File: config.mk
export PLATFORM = sky130hd
export DESIGN_NAME = alu_seq
export DESIGN_NICKNAME = d
export VERILOG_FILES = /design/src/rtl/alu_pkg.sv /design/src/rtl/alu_step.sv /design/src/rtl/alu_seq.sv
export SDC_FILE = /design/constraint.sdc
export NUM_CORES = 1
export LEC_CHECK = 0
export BUFFER_PORTS_ARGS = -buffer_cell sky130_fd_sc_hd__buf_2
export CAP_MARGIN = 20
export CORE_UTILIZATION = 55
export DETAILED_ROUTE_END_ITERATION = 10
export PLACE_DENSITY = 0.78
export SLEW_MARGIN = 20
export SYNTH_ARGS = -nofsm -noshare
export SYNTH_HDL_FRONTEND = slang
export SYNTH_SLANG_ARGS = --single-unit
File: constraint.sdc
create_clock -name clk -period 4.1 [get_ports clk]
set_clock_uncertainty 0.15 [all_clocks]
set_input_delay 0.41 -clock clk [delete_from_list [all_inputs] [get_ports clk]]
set_output_delay 0.41 -clock clk [all_outputs]
set_load 0.01 [all_outputs]
File: src/rtl/alu_pkg.sv
`default_nettype none
// ============================================================================
// Module  : alu_pkg
// Purpose : Opcode/state types and helpers shared by the sequential ALU.
// Rev     : 1.0  initial release
// ============================================================================
package alu_pkg;

    typedef enum logic [2:0] {
        OP_ADD  = 3'b000,
        OP_SHL  = 3'b001,
        OP_SHR  = 3'b010,
        OP_XOR  = 3'b011,
        OP_AND  = 3'b100,
        OP_ROL  = 3'b101,
        OP_SUB  = 3'b110,
        OP_PASS = 3'b111
    } alu_op_t;

    typedef enum logic [0:0] {
        IDLE  = 1'b0,
        SHIFT = 1'b1
    } state_t;

    function automatic logic is_shift(input alu_op_t op);
        return (op == OP_SHL) || (op == OP_SHR) || (op == OP_ROL);
    endfunction

endpackage
`default_nettype wire

File: src/rtl/alu_step.sv
`default_nettype none
// ============================================================================
// Module  : alu_step
// Purpose : Combinational ALU core: single-cycle ops and one-bit shift steps.
// Rev     : 1.0  initial release
// ============================================================================
module alu_step
    import alu_pkg::*;
#(
    parameter int WIDTH = 8
) (
    input  alu_op_t          op,
    input  logic [WIDTH-1:0] a,
    input  logic [WIDTH-1:0] b,
    input  logic             cin,
    output logic [WIDTH-1:0] result,
    output logic             carry,
    output logic             carry_en
);

    logic [WIDTH:0] sum;

    always_comb begin
        result   = a;
        carry    = 1'b0;
        carry_en = 1'b0;
        sum      = '0;
        case (op)
            OP_ADD: begin
                sum      = {1'b0, a} + {1'b0, b} + {{WIDTH{1'b0}}, cin};
                result   = sum[WIDTH-1:0];
                carry    = sum[WIDTH];
                carry_en = 1'b1;
            end
            OP_SUB: begin
                // carry out of A + ~B + cin is the inverted borrow
                sum      = {1'b0, a} + {1'b0, ~b} + {{WIDTH{1'b0}}, cin};
                result   = sum[WIDTH-1:0];
                carry    = sum[WIDTH];
                carry_en = 1'b1;
            end
            OP_SHL: begin
                result   = {a[WIDTH-2:0], cin};
                carry    = a[WIDTH-1];
                carry_en = 1'b1;
            end
            OP_SHR: begin
                result   = {cin, a[WIDTH-1:1]};
                carry    = a[0];
                carry_en = 1'b1;
            end
            OP_ROL:  result = {a[WIDTH-2:0], a[WIDTH-1]};
            OP_XOR:  result = a ^ b;
            OP_AND:  result = a & b;
            OP_PASS: result = a;
        endcase
    end

endmodule
`default_nettype wire

File: src/rtl/alu_seq.sv
`default_nettype none
// ============================================================================
// Module  : alu_seq
// Purpose : Sequential ALU with registered result/flags, persistent carry and
//           bit-serial shifts/rotates behind a valid/ready handshake.
// Rev     : 1.0  initial release
// ============================================================================
module alu_seq
    import alu_pkg::*;
#(
    parameter int WIDTH   = 8,
    parameter int SHAMT_W = $clog2(WIDTH)
) (
    input  logic             clk,
    input  logic             rst_n,
    input  logic             in_valid,
    output logic             in_ready,
    input  logic [2:0]       alu_cmd,
    input  logic             cin_sel,
    input  logic [WIDTH-1:0] inA,
    input  logic [WIDTH-1:0] inB,
    output logic             out_valid,
    output logic [WIDTH-1:0] rslt,
    output logic             sc_o,
    output logic             zero,
    output logic             pari
);

    state_t               state;
    logic [SHAMT_W-1:0]   cnt;
    logic [WIDTH-1:0]     work;
    alu_op_t              op_q;
    logic                 csel_q;
    logic                 cf;

    alu_op_t              cmd;
    logic [SHAMT_W-1:0]   amt;
    logic                 busy;
    logic                 accept;
    alu_op_t              step_op;
    logic [WIDTH-1:0]     step_a;
    logic                 step_csel;
    logic                 step_cin;
    logic [WIDTH-1:0]     step_res;
    logic                 step_carry;
    logic                 step_carry_en;
    logic [WIDTH-1:0]     fin_val;

    assign cmd    = alu_op_t'(alu_cmd);
    assign amt    = inB[SHAMT_W-1:0];
    assign busy   = (state == SHIFT);
    assign accept = in_valid && in_ready;
    assign sc_o   = cf;

    // The step unit sees the live inputs when idle and the work register while shifting
    assign step_op   = busy ? op_q   : cmd;
    assign step_a    = busy ? work   : inA;
    assign step_csel = busy ? csel_q : cin_sel;
    assign step_cin  = step_csel ? cf : (step_op == OP_SUB);

    alu_step #(.WIDTH(WIDTH)) u_step (
        .op       (step_op),
        .a        (step_a),
        .b        (inB),
        .cin      (step_cin),
        .result   (step_res),
        .carry    (step_carry),
        .carry_en (step_carry_en)
    );

    // A zero-amount shift/rotate passes A through unchanged
    assign fin_val = (!busy && is_shift(cmd)) ? inA : step_res;

    always_ff @(posedge clk or negedge rst_n) begin
        if (!rst_n) begin
            state     <= IDLE;
            in_ready  <= 1'b1;
            out_valid <= 1'b0;
            rslt      <= '0;
            zero      <= 1'b1;
            pari      <= 1'b0;
            cf        <= 1'b0;
            cnt       <= '0;
            work      <= '0;
            op_q      <= OP_ADD;
            csel_q    <= 1'b0;
        end else begin
            out_valid <= 1'b0;
            case (state)
                IDLE: begin
                    if (accept) begin
                        if (is_shift(cmd) && (amt != '0)) begin
                            work     <= inA;
                            cnt      <= amt;
                            op_q     <= cmd;
                            csel_q   <= cin_sel;
                            state    <= SHIFT;
                            in_ready <= 1'b0;
                        end else begin
                            rslt      <= fin_val;
                            zero      <= (fin_val == '0);
                            pari      <= ^fin_val;
                            out_valid <= 1'b1;
                            if (step_carry_en && !is_shift(cmd))
                                cf <= step_carry;
                        end
                    end
                end
                SHIFT: begin
                    work <= step_res;
                    cnt  <= cnt - 1'b1;
                    if (step_carry_en)
                        cf <= step_carry;
                    if (cnt == SHAMT_W'(1)) begin
                        rslt      <= step_res;
                        zero      <= (step_res == '0);
                        pari      <= ^step_res;
                        out_valid <= 1'b1;
                        state     <= IDLE;
                        in_ready  <= 1'b1;
                    end
                end
            endcase
        end
    end

endmodule
`default_nettype wire

==> results of run 1 <==
per-layer routing:
metal,vias up,wire [µm],part of all wire (%)
met5,-,0,0
met4,0,392,3.6
met3,32,692,6.4
met2,192,5290,49
met1,1698,4450,41
li1,1617,-,-
flip-flops by register name (all words and copies together) (netlist names):
register	cells
op_q	3
pari	1
work	8
cnt	3
busy	1
sc_o	1
in_ready	1
out_valid	1
zero	1
csel_q	1
rslt	8
cell usage after synthesis (9+ instances only):
cell type and n:
o21ai_0 26, inv_1 35, dfrtp_1 27, clkbuf_1 12, ha_1 26, nand3_1 12
buf_2 10, xnor2_1 9, mux2i_1 17, nor2_1 25, mux2_2 11, o211ai_1 11
nand2_1 39, a21oi_1 27
through the flow:
stage	worst slack, ns	setup TNS (ns)
global route	-0.0349	-0.0349
finish	0.0675	0
global placement	0.0293	0
detailed placement	-0.167	-0.167
floorplan	0.0393	0
CTS	0.000477	0
timing repair:
| item | CTS | global route |
|---|---|---|
| pin swaps | 5 | 17 |
| setup buffers | 3 | 4 |
| cloned | 0 | 1 |
| endpoints found under the setup margin | 1 | 1 |
| endpoints found under the hold margin | 0 | 0 |
| resized for setup | 10 | 40 |
critical path: stages (launching register included):
cell and delay, ns:
dfrtp_2 0.45, and4bb_2 0.28, a31oi_4 0.16, o21ai_2 0.11, fa_2 0.35, inv_1 0.08, fa_2 0.20, nor2b_1 0.05
o31a_1 0.27, o31a_1 0.27, a211oi_2 0.25, o22ai_2 0.17, o21a_1 0.23, ha_4 0.26, xnor2_2 0.15, xnor2_2 0.16
o21ai_2 0.19, a21oi_2 0.09
final cells by class:
| cell class | count | area (µm²) |
|---|---|---|
| multi-input cells | 326 | 2670 |
| fillers | 468 | 1740 |
| flip-flops and latches | 29 | 729 |
| repair buffers | 75 | 509 |
| inverters | 35 | 131 |
| well taps | 75 | 93.8 |
| clock buffers | 5 | 68.8 |
| clock inverters | 3 | 17.5 |
logic make-up after synthesis:
logic type	Yosys count	share of synthesized area, %
XOR/XNOR	11	2.81
multiplexers	37	12.7
adder cells (fa/ha/maj)	30	11.8
flip-flops	29	21.3
AND/OR/NAND/NOR	113	16.4
buffers and inverters	64	8.37
AO/OA/AOI/OAI	135	26.6
final timing paths:
| path | start | to | slack (ns) | depth (start not counted) |
|---|---|---|---|---|
| min reg2reg | rslt[0]$_DFFE_PN0P_ | rslt[0]$_DFFE_PN0P_ | 0.34 | 2 |
| max | busy$_DFF_PN0_ | pari$_DFFE_PN0P_ | 0.07 | 17 |
| max in group asynchronous | rst_n | busy$_DFF_PN0_ | 3.31 | 1 |
| max reg2reg | busy$_DFF_PN0_ | pari$_DFFE_PN0P_ | 0.07 | 17 |
| min in group clk | cin_sel | csel_q$_DFFE_PN0P_ | 0.23 | 2 |
| min | rst_n | sc_o$_DFFE_PN0P_ | 0.008 | 1 |
==> results_dict.tcl, run 1 <==
set metrics [dict create \
    fin_util_pct 70.8 \
    htreeDepth 2 \
    grt_max_degree 34 \
    path_max_fanout 6 \
    synth_seq_cells 29 \
    synth_cell_types 67 \
    die_area_um2 6550 \
    status "completed" \
    drive_gt1_share_pct 32.1 \
    fin_cells 548 \
    critPathLaunchType "flip-flop" \
    placed_area_um2 3790 \
    grt-ovfl-total 0 \
    syn_nets 472 \
    insertion_delay_ns 0.28 \
    die_h_um 80.9 \
    drcViolationCount 0 \
    grt_use_total_pct 33.4 \
    cts.sinks 29 \
    cp-end-kind "flip-flop" \
    design_area_um2 4220 \
    slew_headroom_pct 53.3 \
    fmax_mhz 248 \
    cts_max_path_buffers 2 \
    viasPerCell 6.46 \
    ys.flop_type "dfrtp_1" \
    drt_pass1_iterations 5 \
    setup_viol 0 \
    cts_root_buffer "clkbuf_8" \
    hold_buffers 0 \
    busiest_layer "met2" \
    synth_area_um2 3420 \
    wl_per_cell_um 19.8 \
    critical_path_class "flip-flop to flip-flop" \
    antenna_cells 0 \
    wl_um 10800 \
    io_pins 36 \
    fin_hold_ws_ns 0.00799 \
    syn_area_per_cell_um2 8.17 \
    antenna_found_initial 0 \
    cts_buffers 5 \
    final_common_cell "nand2_1" \
    gp_congestion 1.00 \
    clkTransAtPathRegs_ns 0.07 \
    syn_inst 419 \
    antenna_left 0 \
    hp-class "input pin to async pin" \
    cts_tree "built" \
    synthArstFlopShare_pct 100 \
    netlist.top_cell.by_area "dfrtp_1" \
    hpwlAfterDp_um 7770 \
    grt_pass1_vias 3272 \
    grtUsageMet1_pct 42.8 \
    yosysSeqAreaShare_pct 21.3 \
    finalCritPeriodShare_pct 98.4 \
    cp.arrival_ns 4.02 \
    area_delta_synth_final_pct 23.2 \
    drv_slew 0 \
    synth-edff-count 0 \
    final_cell_mix "nand2_1, buf_4, inv_1, buf_2, dfrtp_1" \
    met2_usage_pct 55.0 \
    maxCapViolations 0 \
    portBuffers 35 \
    grt_first_pass_wirelength_um 16500 \
    worstPathRequired_ns 4.09 \
    initial_utilization_pct 57.5 \
    finalNetCount 525 \
    drtIter0Drc 289 \
    vias 3539 \
    synth_warnings 0 \
    worst_pin_slew_ns 0.695 \
    placeableCoreArea_um2 5960 \
    grtUsageMet3_pct 5.73 \
    dp_cells 532 \
    die_width_um 80.9 \
    final_hold_viol_count 0 \
    min_period_ns 4.03 \
    ys_top_cells_by_area "dfrtp_1, ha_1, mux2i_1, nand2_1, a21oi_1" \
    yosysTopAreaCellShare_pct 19.7 \
    rows 28 \
]
Power of run 1 is not shown: default switching activity piles up to over one toggle a cycle in this logic, so the estimate is an artifact.
==> run 2: changes to the inputs <==
--- a/config.mk
+++ b/config.mk
@@ -5,11 +5,13 @@
 export SDC_FILE = /design/constraint.sdc
 export NUM_CORES = 1
 export LEC_CHECK = 0
+export ABC_AREA = 1
 export BUFFER_PORTS_ARGS = -buffer_cell sky130_fd_sc_hd__buf_2
 export CAP_MARGIN = 20
-export CORE_UTILIZATION = 55
+export CORE_MARGIN = 2
+export CORE_UTILIZATION = 54
 export DETAILED_ROUTE_END_ITERATION = 10
-export PLACE_DENSITY = 0.78
+export PLACE_DENSITY = 0.77
 export SLEW_MARGIN = 20
 export SYNTH_ARGS = -nofsm -noshare
 export SYNTH_HDL_FRONTEND = slang
==> run 2 against run 1 <==
- count of clock-buffer cells in the layout is 2 higher
- worst setup slack better by 0.14 ns
- via count is 6.3% lower
- hold slack worse by 0.0029 ns
- critical path depth is 6 higher
- fmax is 3.5% higher
- largest cell class unchanged
- global-route usage is 4.7 points lower
- critical path type unchanged
==> results_dict.tcl, run 2 <==
set metrics [dict create \
    viasPerCell 5.34 \
    maxCapViolations 0 \
    hp-class "input pin to async pin" \
    die_width_um 82.2 \
    cts_root_buffer "clkbuf_8" \
    power.total_uw 903 \
    p_leak_uw 0.00210 \
    synth-edff-count 0 \
    cp-end-kind "flip-flop" \
    die_h_um 82.2 \
    wl_per_cell_um 14.6 \
    grt_pass1_vias 3159 \
    vdd_drop_max_mv 0.229 \
    r2r_slack_ns 0.20 \
    finalNetCount 598 \
    min_period_ns 3.90 \
    finalCritPeriodShare_pct 95.0 \
    r2r_start "busy$_DFF_PN0_" \
    syn_inst 508 \
    cts.sinks 29 \
    insertion_delay_ns 0.29 \
    r2r_cells 23 \
    io_pins 36 \
    regArea_um2 729 \
    worstReg2RegEnd "pari$_DFFE_PN0P_" \
    critical_path_class "flip-flop to flip-flop" \
    yosysSeqAreaShare_pct 22.0 \
    fin_hold_ws_ns 0.00505 \
    yosysTopAreaCellShare_pct 20.5 \
    drv_slew 0 \
    fillers 572 \
    yosys-top-cells-count "nand2_1, inv_1, nor2_1" \
    antenna_left 0 \
    power_density_nw_per_um2 246 \
    synth_cell_types 42 \
    final_hold_viol_count 0 \
    slew_headroom_pct 54.7 \
    htreeDepth 2 \
    final_cell_mix "nand2_1, inv_1, nor2_1" \
    critPathLaunchType "flip-flop" \
    grt-ovfl-total 0 \
    die_area_um2 6760 \
    rows 28 \
    portBuffers 35 \
    fin_util_pct 62.1 \
    grt_max_degree 30 \
    placeableCoreArea_um2 5920 \
    cts_tree "built" \
    multiInputGateArea_um2 2200 \
    drcViolationCount 0 \
    cts_max_path_buffers 2 \
    cts_buffers 5 \
    drtIter0Drc 177 \
    synth_seq_cells 29 \
    syn_nets 561 \
    gp_congestion 1.01 \
    grt_first_pass_wirelength_um 14600 \
    worstPathRequired_ns 4.16 \
    ys.flop_type "dfrtp_1" \
    status "completed" \
    hpwlAfterDp_um 7270 \
    drt_pass1_iterations 5 \
    worst_pin_slew_ns 0.679 \
    wl_um 9060 \
    yosysMostFrequentCell "nand2_1" \
    synthArstFlopShare_pct 100 \
    initial_utilization_pct 55.8 \
    netlist.top_cell.by_area "dfrtp_1" \
    final_common_cell "nand2_1" \
    antenna_cells 0 \
    tns_ns 0 \
    clkTransAtPathRegs_ns 0.07 \
    dp_cells 613 \
    reg_top3 "rslt x8, work x8" \
    ys_top_cells_by_area "dfrtp_1, nand2_1, ha_1, inv_1, nand3_1" \
    synth_area_um2 3300 \
    rsz0062_at_grt "false" \
    fin_cells 621 \
    grt_use_total_pct 28.7 \
    synth_warnings 0 \
    syn_area_per_cell_um2 6.50 \
    hold_buffers 0 \
    cp.arrival_ns 3.96 \
    area_delta_synth_final_pct 11.2 \
    setup_viol 0 \
    antenna_found_initial 0 \
    drive_gt1_share_pct 17.8 \
    fmax_mhz 257 \
    vias 3317 \
    path_max_fanout 6 \
]
-- run 2: cell count changes after synthesis, moves of 8 or more --
cell / previous run / this run
inv_1: 35 / 73
clkbuf_1: 12 / 3
a21oi_1: 27 / 14
nor2_1: 25 / 47
o21ai_0: 26 / 18
mux2i_1: 17 / 0
nand2_1: 39 / 159
mux2_2: 11 / 0
nand3_1: 12 / 41
-- run 2: cell families (layout without fill, tap and decap cells) --
family,after synthesis,count (layout),share of synthesized area (%)
xor+xnor,10,10,2.65
flops,29,29,22.0
buf+inv,93,131,11.7
fa+ha+maj,30,30,12.3
simple gates,290,290,40.6
compound gates,56,56,10.7
-- run 2: worst max path at each step --
stage                               from          endpoint  depth (start not counted)
final                     busy$_DFF_PN0_  pari$_DFFE_PN0P_                         23
after global routing      busy$_DFF_PN0_  pari$_DFFE_PN0P_                         23
after CTS                 busy$_DFF_PN0_  pari$_DFFE_PN0P_                         23
after detailed placement  busy$_DFF_PN0_  pari$_DFFE_PN0P_                         23
after global placement    busy$_DFF_PN0_  pari$_DFFE_PN0P_                         23
after floorplan           busy$_DFF_PN0_  pari$_DFFE_PN0P_                         21
-- run 2: through the flow --
step	setup WS (ns)	instance area, µm²
after floorplan	0.455	3300
after global placement	0.276	3550
after detailed placement	0.0992	3550
after CTS	0.0867	3650
after global routing	0.0136	3670
final	0.204	3670
-- run 2: worst max-delay path, cell delays in order, from the launching register on --
cell and delay (ns):
dfrtp_2 0.46, buf_4 0.18, nand2_2 0.10, nand2_8 0.06, inv_6 0.08, nand3_4 0.10
nand2_1 0.10, o21ai_1 0.10, fa_1 0.43, fa_2 0.38, o21ai_0 0.16, nand2_1 0.07
nand2_1 0.07, xor2_1 0.14, nand2_1 0.08, nand3_2 0.10, nand2_1 0.05, nand2_1 0.09
inv_1 0.04, ha_1 0.30, xnor2_2 0.15, xnor2_1 0.18, o21ai_1 0.08, o21ai_0 0.14
-- run 2: cell type report --
cell class,count,share of cell area (%)
Multi-Input combinational cell,386,60.0
Sequential cell,29,19.9
Inverter,81,8.55
Timing Repair Buffer,42,6.30
Clock buffer,7,2.62
Tap cell,75,2.55
Clock inverter,1,0.136
-- run 2: timing repair --
item / in CTS / in global routing
gates resized for setup: 0 / 8
setup buffers: 0 / 0
endpoints found under the setup margin: 0 / 1
-- run 2: per-layer routing --
metal	up-vias	part of all wire (%)	GRT usage (%)	routed length [µm]
li1	1663	-	-	-
met1	1532	43	35.7	3940
met2	100	49	49.3	4490
met3	22	4.1	4.78	375
met4	0	2.9	11.3	266
met5	-	0	0	0
-- run 2: report_power, final --
part	switching, µW	total (µW)	internal (µW)
Combinational	211	344	133
Clock	121	272	152
Sequential	0.221	287	287
Note: power is estimated with default switching activity, not from simulation.
